## src/rtl/s386_resp_capture.sv

```systemverilog
`timescale 1ns/1ps
// Response-capture stage for the s386 core: windowed sampling into a valid/ready FIFO.
// Optional 16-bit MISR compaction when RESP_MISR_EN is defined; otherwise signature reads 0.
module s386_resp_capture #(
    parameter int unsigned DEPTH  = 8,
    parameter int unsigned WINDOW = 64
) (
    input  logic                     clk,
    input  logic                     reset,
    input  logic                     start,
    input  logic [6:0]               resp_in,
    output logic                     out_valid,
    input  logic                     out_ready,
    output logic [6:0]               out_data,
    output logic [$clog2(DEPTH):0]   count,
    output logic                     overflow,
    output logic                     busy,
    output logic                     done,
    output logic [15:0]              signature
);
    localparam int unsigned PTR_W = $clog2(DEPTH);
    localparam int unsigned CNT_W = PTR_W + 1;
    localparam int unsigned WIN_W = 16;

    typedef enum logic [1:0] {IDLE, RUN, DONE} state_e;

    state_e             state_q, state_d;
    logic [WIN_W-1:0]   win_q, win_d;
    logic [PTR_W-1:0]   rd_q, rd_d, wr_q, wr_d;
    logic [CNT_W-1:0]   count_q, count_d;
    logic [CNT_W-1:0]   after_pop_c;
    logic               valid_q, valid_d;
    logic [6:0]         data_q, data_d;
    logic               ovf_q, ovf_d;
    logic               busy_q, busy_d;
    logic               done_q, done_d;
    logic [6:0]         mem_q [DEPTH];

    logic pop_c, sample_c, push_c, start_c;

    assign pop_c    = valid_q && out_ready;
    assign sample_c = (state_q == RUN);
    assign start_c  = (state_q != RUN) && start;
    // A full FIFO still accepts a sample when the head leaves on the same edge.
    assign push_c   = sample_c && ((count_q < CNT_W'(DEPTH)) || pop_c);

    always_comb begin
        state_d = state_q;
        win_d   = win_q;
        ovf_d   = ovf_q;
        unique case (state_q)
            IDLE, DONE: begin
                if (start) begin
                    state_d = RUN;
                    win_d   = '0;
                    ovf_d   = 1'b0;
                end
            end
            RUN: begin
                win_d = win_q + WIN_W'(1);
                if (!push_c) ovf_d = 1'b1;
                if (win_q == WIN_W'(WINDOW - 1)) state_d = DONE;
            end
            default: state_d = IDLE;
        endcase
        busy_d = (state_d == RUN);
        done_d = (state_d == DONE);
    end

    always_comb begin
        rd_d        = rd_q + PTR_W'(pop_c);
        wr_d        = wr_q + PTR_W'(push_c);
        count_d     = count_q + CNT_W'(push_c) - CNT_W'(pop_c);
        after_pop_c = count_q - CNT_W'(pop_c);
        valid_d     = (count_d != '0);
        data_d      = data_q;
        // Head register holds the word at rd_d after this edge; a push into an empty FIFO lands there directly.
        if (after_pop_c != '0)
            data_d = mem_q[rd_d];
        else if (push_c)
            data_d = resp_in;
    end

    always_ff @(posedge clk or negedge reset) begin
        if (!reset) begin
            state_q <= IDLE;
            win_q   <= '0;
            rd_q    <= '0;
            wr_q    <= '0;
            count_q <= '0;
            valid_q <= 1'b0;
            data_q  <= '0;
            ovf_q   <= 1'b0;
            busy_q  <= 1'b0;
            done_q  <= 1'b0;
        end else begin
            state_q <= state_d;
            win_q   <= win_d;
            rd_q    <= rd_d;
            wr_q    <= wr_d;
            count_q <= count_d;
            valid_q <= valid_d;
            data_q  <= data_d;
            ovf_q   <= ovf_d;
            busy_q  <= busy_d;
            done_q  <= done_d;
        end
    end

    // Storage array carries no reset; occupancy alone decides what is valid.
    always_ff @(posedge clk) begin
        if (push_c) mem_q[wr_q] <= resp_in;
    end

`ifdef RESP_MISR_EN
    logic [15:0] sig_q, sig_d;
    logic        fb_c;

    assign fb_c = sig_q[15] ^ sig_q[14] ^ sig_q[12] ^ sig_q[3];

    always_comb begin
        sig_d = sig_q;
        if (start_c)
            sig_d = 16'hFFFF;
        else if (sample_c)
            sig_d = {sig_q[14:0], fb_c} ^ {9'b0, resp_in};
    end

    always_ff @(posedge clk or negedge reset) begin
        if (!reset) sig_q <= 16'hFFFF;
        else        sig_q <= sig_d;
    end

    assign signature = sig_q;
`else
    logic unused_start_c;
    assign unused_start_c = start_c;
    assign signature      = 16'h0000;
`endif

    assign out_valid = valid_q;
    assign out_data  = data_q;
    assign count     = count_q;
    assign overflow  = ovf_q;
    assign busy      = busy_q;
    assign done      = done_q;

endmodule

```

## config.mk

```make
export PLATFORM = sky130hd
export DESIGN_NAME = s386_resp_capture
export DESIGN_NICKNAME = d
export VERILOG_FILES = /design/src/rtl/s386_resp_capture.sv
export SDC_FILE = /design/constraint.sdc
export NUM_CORES = 1
export LEC_CHECK = 0
export BUFFER_PORTS_ARGS = -buffer_cell sky130_fd_sc_hd__buf_2
export CORE_AREA = 5 5 104 87
export CTS_BUF_LIST = sky130_fd_sc_hd__clkbuf_2
export CTS_CLUSTER_SIZE = 25
export DETAILED_ROUTE_END_ITERATION = 8
export DIE_AREA = 0 0 109 92
export PLACE_DENSITY = 0.74
export SYNTH_ARGS = -nofsm -noshare
export SYNTH_HDL_FRONTEND = slang
export SYNTH_SLANG_ARGS = --single-unit
```

## constraint.sdc

```tcl
create_clock -name clk -period 7.8 [get_ports clk]
set_clock_uncertainty 0.2 [all_clocks]
set_input_delay 1.17 -clock clk [delete_from_list [all_inputs] [get_ports clk]]
set_output_delay 1.17 -clock clk [all_outputs]
set_load 0.02 [all_outputs]
```

==> results of run 1 <==
how the worst max path moves through the flow:
stage          startpoint     endpoint  slack [ns]  cells past startpoint
5_1_grt        state_q[1]    out_valid        4.53                      9
4_1_cts        state_q[1]    out_valid        4.66                      9
6_report       state_q[1]    out_valid        4.66                      9
3_3_place_gp    out_ready  out_data[5]        4.18                      8
2_1_floorplan   out_ready    out_valid        4.52                     10
3_5_place_dp    out_ready  out_data[5]        4.08                      8
power breakdown:
group          switching (uW)  internal [uW]
sequential               81.1            682
clock                     159           46.1
combinational             367            298
worst max-delay path: cells and delay by family (launching register included):
family / cells / cell delay (ns)
and+or+nand+nor: 3 / 1.28
DFF: 1 / 0.46
adders and majority gates: 3 / 0.97
buffers and inverters: 3 / 0.16
final cells by class:
type,instances,area (um^2),share of cell area [%]
clock inverters,6,45.04,1.004
multi-input cells,169,1405,31.33
inverters,10,37.54,0.8368
clock buffers,10,50.05,1.116
well taps,108,135.1,3.013
flip-flops and latches,95,2658,59.25
repair buffers,29,155.1,3.459
cell usage in the layout, fill, tap and decap left out, types with 3 or more instances in the layout:
master,synthesis,layout
ha_1,12,12
mux2i_1,28,28
clkbuf_2,0,10
edfxtp_1,56,56
xnor2_1,3,3
and3_1,4,4
xor2_1,4,4
conb_1,1,16
dfrtp_1,39,39
nor2_1,10,10
mux4_2,8,8
nor3_1,5,5
nand2_1,27,27
o31ai_1,3,3
mux4_1,6,6
inv_1,9,9
buf_2,2,25
o21ai_0,8,8
nand3_1,10,10
buf_4,17,4
nor4_1,3,3
nand2b_1,5,5
Yosys cell counts, drive strengths merged, types with 2 or more instances:
cell	count	area, um^2
a21oi	2	10.01
a22o	2	17.52
and3	4	25.02
buf	22	171.4
dfrtp	39	975.9
edfxtp	56	1682
ha	12	150.1
inv	10	37.53
mux2i	28	280.3
mux4	14	337.8
nand2	27	101.4
nand2b	5	31.28
nand3	10	50.05
nand4	3	33.78
nor2	10	37.54
nor3	6	41.29
nor4	3	18.77
o211ai	2	15.01
o21ai	8	40.04
o31ai	3	22.52
xnor2	3	26.28
xor2	5	51.30
layer usage:
layer  track usage [%]  vias to the layer above
met1             21.77                     1101
met4             4.101                        0
li1                  -                     1082
met5                 0                        -
met3             5.478                        5
met2             22.75                       71
sequential cells by signal, indices dropped and copies added (netlist names):
register	cells
mem_q	56
win_q	16
out_data	7
count	4
rd_q	3
wr_q	3
state_q	2
busy	1
done	1
out_valid	1
overflow	1
kinds of logic after synthesis:
kind of cell               count (synthesis)  synth area share (%)
xor gates and xnor gates                   8                 1.839
adders and majority gates                 13                 4.033
buffers and inverters                     33                 5.041
muxes                                     42                 14.65
other                                      1               0.08888
DFF                                       95                 62.99
and+or+nand+nor                           71                 8.541
AOI/OAI and AO/OA                         19                 2.817
metrics by stage:
stage          instances  total power [uW]
2_1_floorplan        297              1295
3_3_place_gp         411              1420
3_5_place_dp         411              1451
4_1_cts              427              1656
5_1_grt              427              1762
6_report             427              1634
==> results_dict.tcl, run 1 <==
set metrics [dict create \
    timing.slew.headroom_pct 21.04 \
    min_period_ns 3.138 \
    crit_path_top_delay_cell "or4_1" \
    dr_wl_met3_um 470 \
    critPathKind "register to register" \
    syn_to_final_growth_pct 6.317 \
    status "finished clean" \
    highest_layer "met4" \
    dpl_worst_slack_ns 4.078 \
    placedInstanceArea_mm2 0.004390 \
    nets 338 \
    ys_types 37 \
    wl_met1_um 3226 \
    drc 0 \
    async_flop_share_pct 41.05 \
    ioPinCount 42 \
    initial_core_util_pct 54.08 \
    rr_worst_depth 9 \
    synth_ff_type "edfxtp_1" \
    min_path_type "register to register" \
    avgViaCountPerCell 5.290 \
    maxCapViolCount 0 \
    clk_latency_ns 0.53 \
    final_area_mm2 0.004486 \
    post_cts_resized 0 \
    grt_usage_pct 15.39 \
    drtIter0Drc 116 \
    crit_path_frequent_cell "inv_1" \
    grt_antenna_before_repair 0 \
    cts_sinks 95 \
    whs_ns 0.3029 \
    max_freq_ghz 0.3187 \
    layout_setup_ws_ns 4.662 \
    hp-start "win_q[15]" \
    cts-root-buf "clkbuf_2" \
    die-width_um 109 \
    rsz0062_at_grt "false" \
    core_area_mm2 0.007801 \
    cp_cell_sequence "and2b_1, nand2_1, ha_1, inv_1, ha_1, inv_1, fa_1, inv_1, or4_1" \
    power_density_mw_per_mm2 364.2 \
    worst_slew_pin_slew_ns 1.175 \
    grt_pass1_vias 2191 \
    via_count 2259 \
    route.met2.wl_um 3288 \
    cts_tree "done" \
    synth_warnings 0 \
    dieArea_mm2 0.01003 \
    firstDrtPassIters 4 \
    wl_um 7034 \
    n_fill_cell 643 \
    reg2reg_from "state_q[1]" \
    avgSynthCellArea_um2 14.96 \
    rr_endpoint "out_valid" \
    synth_edf_count 56 \
    ys_ff_latch 95 \
    gp_congestion 0.8072 \
    ys_seq_area_share_pct 62.99 \
    rows 29 \
    grt_overflow 0 \
    htreeDepth 3 \
    routedWlPerCell_um 16.47 \
    place_hpwl_um 4844 \
    numCtsBuffers 9 \
    critPathRequiredTime_ns 8.03 \
    endpoint_kind "register" \
    crit_arrival_ns 3.37 \
    cts_buffer_depth 2 \
    grt_max_degree 40 \
    ant_nets 0 \
    vdd_ir_drop_max_uv 196.5 \
    cp-start-kind "register" \
    die_h_um 92 \
    drive_gt1_share_pct 17.87 \
    finalSetupViolCount 0 \
    grt_pass1_wl_um 11500 \
    synthesis.area_mm2 0.004219 \
    leakagePower_uw 0.001860 \
    tns_ns 0 \
    hold_viol 0 \
    critPathMaxFanout 11 \
    holdPathEnd "win_q[15]" \
    clk_pin_slew_worst_paths_ns 0.24 \
    slew_viol_final 0 \
    r2r_setup_slack_ns 4.66 \
    synth_cells 282 \
    cpPeakStageDelay_ns 0.52 \
    fin_util_pct 57.50 \
    cts_hold_buf 0 \
    io_buffer_count 25 \
    hold_depth 1 \
    period_share_pct 40.23 \
    diodes 0 \
    cts_setup_buffers 0 \
]
No activity file was read; power rests on OpenSTA's default activity.
==> run 2: changes to the inputs <==
PLACE_DENSITY = 0.77   (was 0.74)
clock period = 2.8 ns   (was 7.8 ns; I/O delays follow)
==> results_dict.tcl, run 2 (same netlist as run 1, synthesis figures left out) <==
set metrics [dict create \
    status "finished clean" \
    grt_pass1_vias 2438 \
    worst_slew_pin_slew_ns 0.8968 \
    ioPinCount 42 \
    cts_tree "done" \
    maxCapViolCount 0 \
    hold_viol 0 \
    internal-power_uw 2939 \
    dieArea_mm2 0.01003 \
    grt_max_degree 40 \
    tns_ns 0 \
    timing.slew.headroom_pct 40.22 \
    leakagePower_uw 0.001932 \
    htreeDepth 3 \
    combPwrFrac_pct 43.1 \
    clk_pin_slew_worst_paths_ns 0.23 \
    rows 29 \
    die-width_um 109 \
    layout_commonest_cell "edfxtp_1" \
    firstDrtPassIters 4 \
    regArea_mm2 0.002658 \
    n_fill_cell 606 \
    layout_setup_ws_ns 0.2298 \
    io_buffer_count 25 \
    critPathMaxFanout 4 \
    cts_sinks 95 \
    slew_viol_final 0 \
    grt_usage_pct 16.82 \
    switching_power_uw 1710 \
    avgViaCountPerCell 5.299 \
    period_share_pct 91.79 \
    critPathKind "register to register" \
    power.share.clock_pct 11.2 \
    critPathRequiredTime_ns 3.05 \
    fin_util_pct 59.49 \
    placedInstanceArea_mm2 0.004463 \
    cp-start-kind "register" \
    endpoint_kind "register" \
    place_hpwl_um 5114 \
    routedWlPerCell_um 16.78 \
    diodes 0 \
    largest_reg_flops 56 \
    min_path_type "input pin to asynchronous set/reset pin" \
    nets 356 \
    multi_input_area_mm2 0.001405 \
    vdd_ir_drop_max_uv 403.0 \
    gp_congestion 0.8070 \
    ant_nets 0 \
    core_area_mm2 0.007801 \
    syn_to_final_growth_pct 9.994 \
    post_cts_resized 0 \
    die_h_um 92 \
    clk_latency_ns 0.54 \
    drive_gt1_share_pct 18.10 \
    seq_power_share_pct 45.8 \
    drc 0 \
    top_register "mem_q" \
    dpl_worst_slack_ns 0.1895 \
    max_freq_ghz 0.3891 \
    grt_pass1_wl_um 12390 \
    grt_overflow 0 \
    finalSetupViolCount 0 \
    via_count 2358 \
    numCtsBuffers 9 \
    drtIter0Drc 158 \
    wl_um 7469 \
    final_cell_mix "56 x edfxtp_1, 39 x dfrtp_1, 28 x mux2i_1" \
    min_period_ns 2.570 \
    cts_buffer_depth 2 \
    power_density_mw_per_mm2 1002 \
    initial_core_util_pct 54.08 \
    crit_arrival_ns 2.82 \
    switching_share_pct 36.78 \
    grt_antenna_before_repair 0 \
    final_area_mm2 0.004641 \
    rsz0062_at_grt "false" \
    cts-root-buf "clkbuf_2" \
]
[run 2: cell count changes in the layout (fill, tap and decap cells not counted)]
cell | before | now
dlygate4sd3_1 | 0 | 10
buf_4 | 4 | 11
clkinv_1 | 0 | 4
clkinv_4 | 2 | 0
inv_6 | 2 | 0
buf_12 | 0 | 1
clkinv_2 | 2 | 1
clkinvlp_4 | 0 | 1
[run 2: critical path, cell delays in order (launching register included)]
cell,delay (ns)
dfrtp_1,0.45
and2b_1,0.21
nand2_1,0.07
ha_1,0.27
inv_1,0.06
ha_1,0.15
inv_1,0.05
fa_1,0.48
inv_1,0.05
or4_1,0.51
[run 2: final cells by class]
cell class	count	share of cell area [%]
sequential	95	57.27
multi-input combinational	169	30.28
timing repair buffer	47	7.064
tap	108	2.912
clock buffer	10	1.078
inverter	10	0.8088
clock inverter	6	0.5932
[run 2: layer usage]
| layer | wire [um] | track usage (%) | vias to the layer above | share of wire, % |
|---|---|---|---|---|
| met5 | 0 | 0 | - | 0 |
| met4 | 129 | 5.783 | 0 | 1.7 |
| met3 | 292 | 4.424 | 10 | 3.9 |
| met2 | 3714 | 26.84 | 42 | 50 |
| met1 | 3332 | 22.41 | 1185 | 45 |
| li1 | - | - | 1121 | - |
[run 2: power groups by stage]
stage               registers, uW  clock network, uW  logic, uW
floorplan                    2220                  0       1390
global placement             2140                  0       1960
detailed placement           2160                  0       2030
CTS                          2130                544       2040
global route                 2180                607       2220
finish                       2130                520       2000
[run 2: final timing paths]
kind / start / end / slack (ns) / cells past startpoint
worst max-delay path: state_q[1] / out_valid / 0.23 / 9
worst min-delay path: reset / win_q[10] / 0.31 / 2
worst max register to register: state_q[1] / out_valid / 0.23 / 9
worst min register to register: win_q[15] / win_q[15] / 0.31 / 1
max in group asynchronous: reset / out_data[5] / 1.50 / 2
min in group clk: win_q[15] / win_q[15] / 0.31 / 1
[run 2: repair_timing]
action / 4_1_cts / 5_1_grt
setup buffers: 0 / 0
hold buffers: 10 / 0
hold endpoints to repair: 98 / 0
[run 2: through the flow]
stage / hold slack (ns) / power (uW) / instances
after floorplan: -0.07559 / 3607 / 297
after global placement: 0.2636 / 4103 / 419
after detailed placement: 0.2812 / 4186 / 419
after CTS: 0.2810 / 4714 / 445
after global routing: 0.3391 / 5000 / 445
final: 0.3069 / 4648 / 445
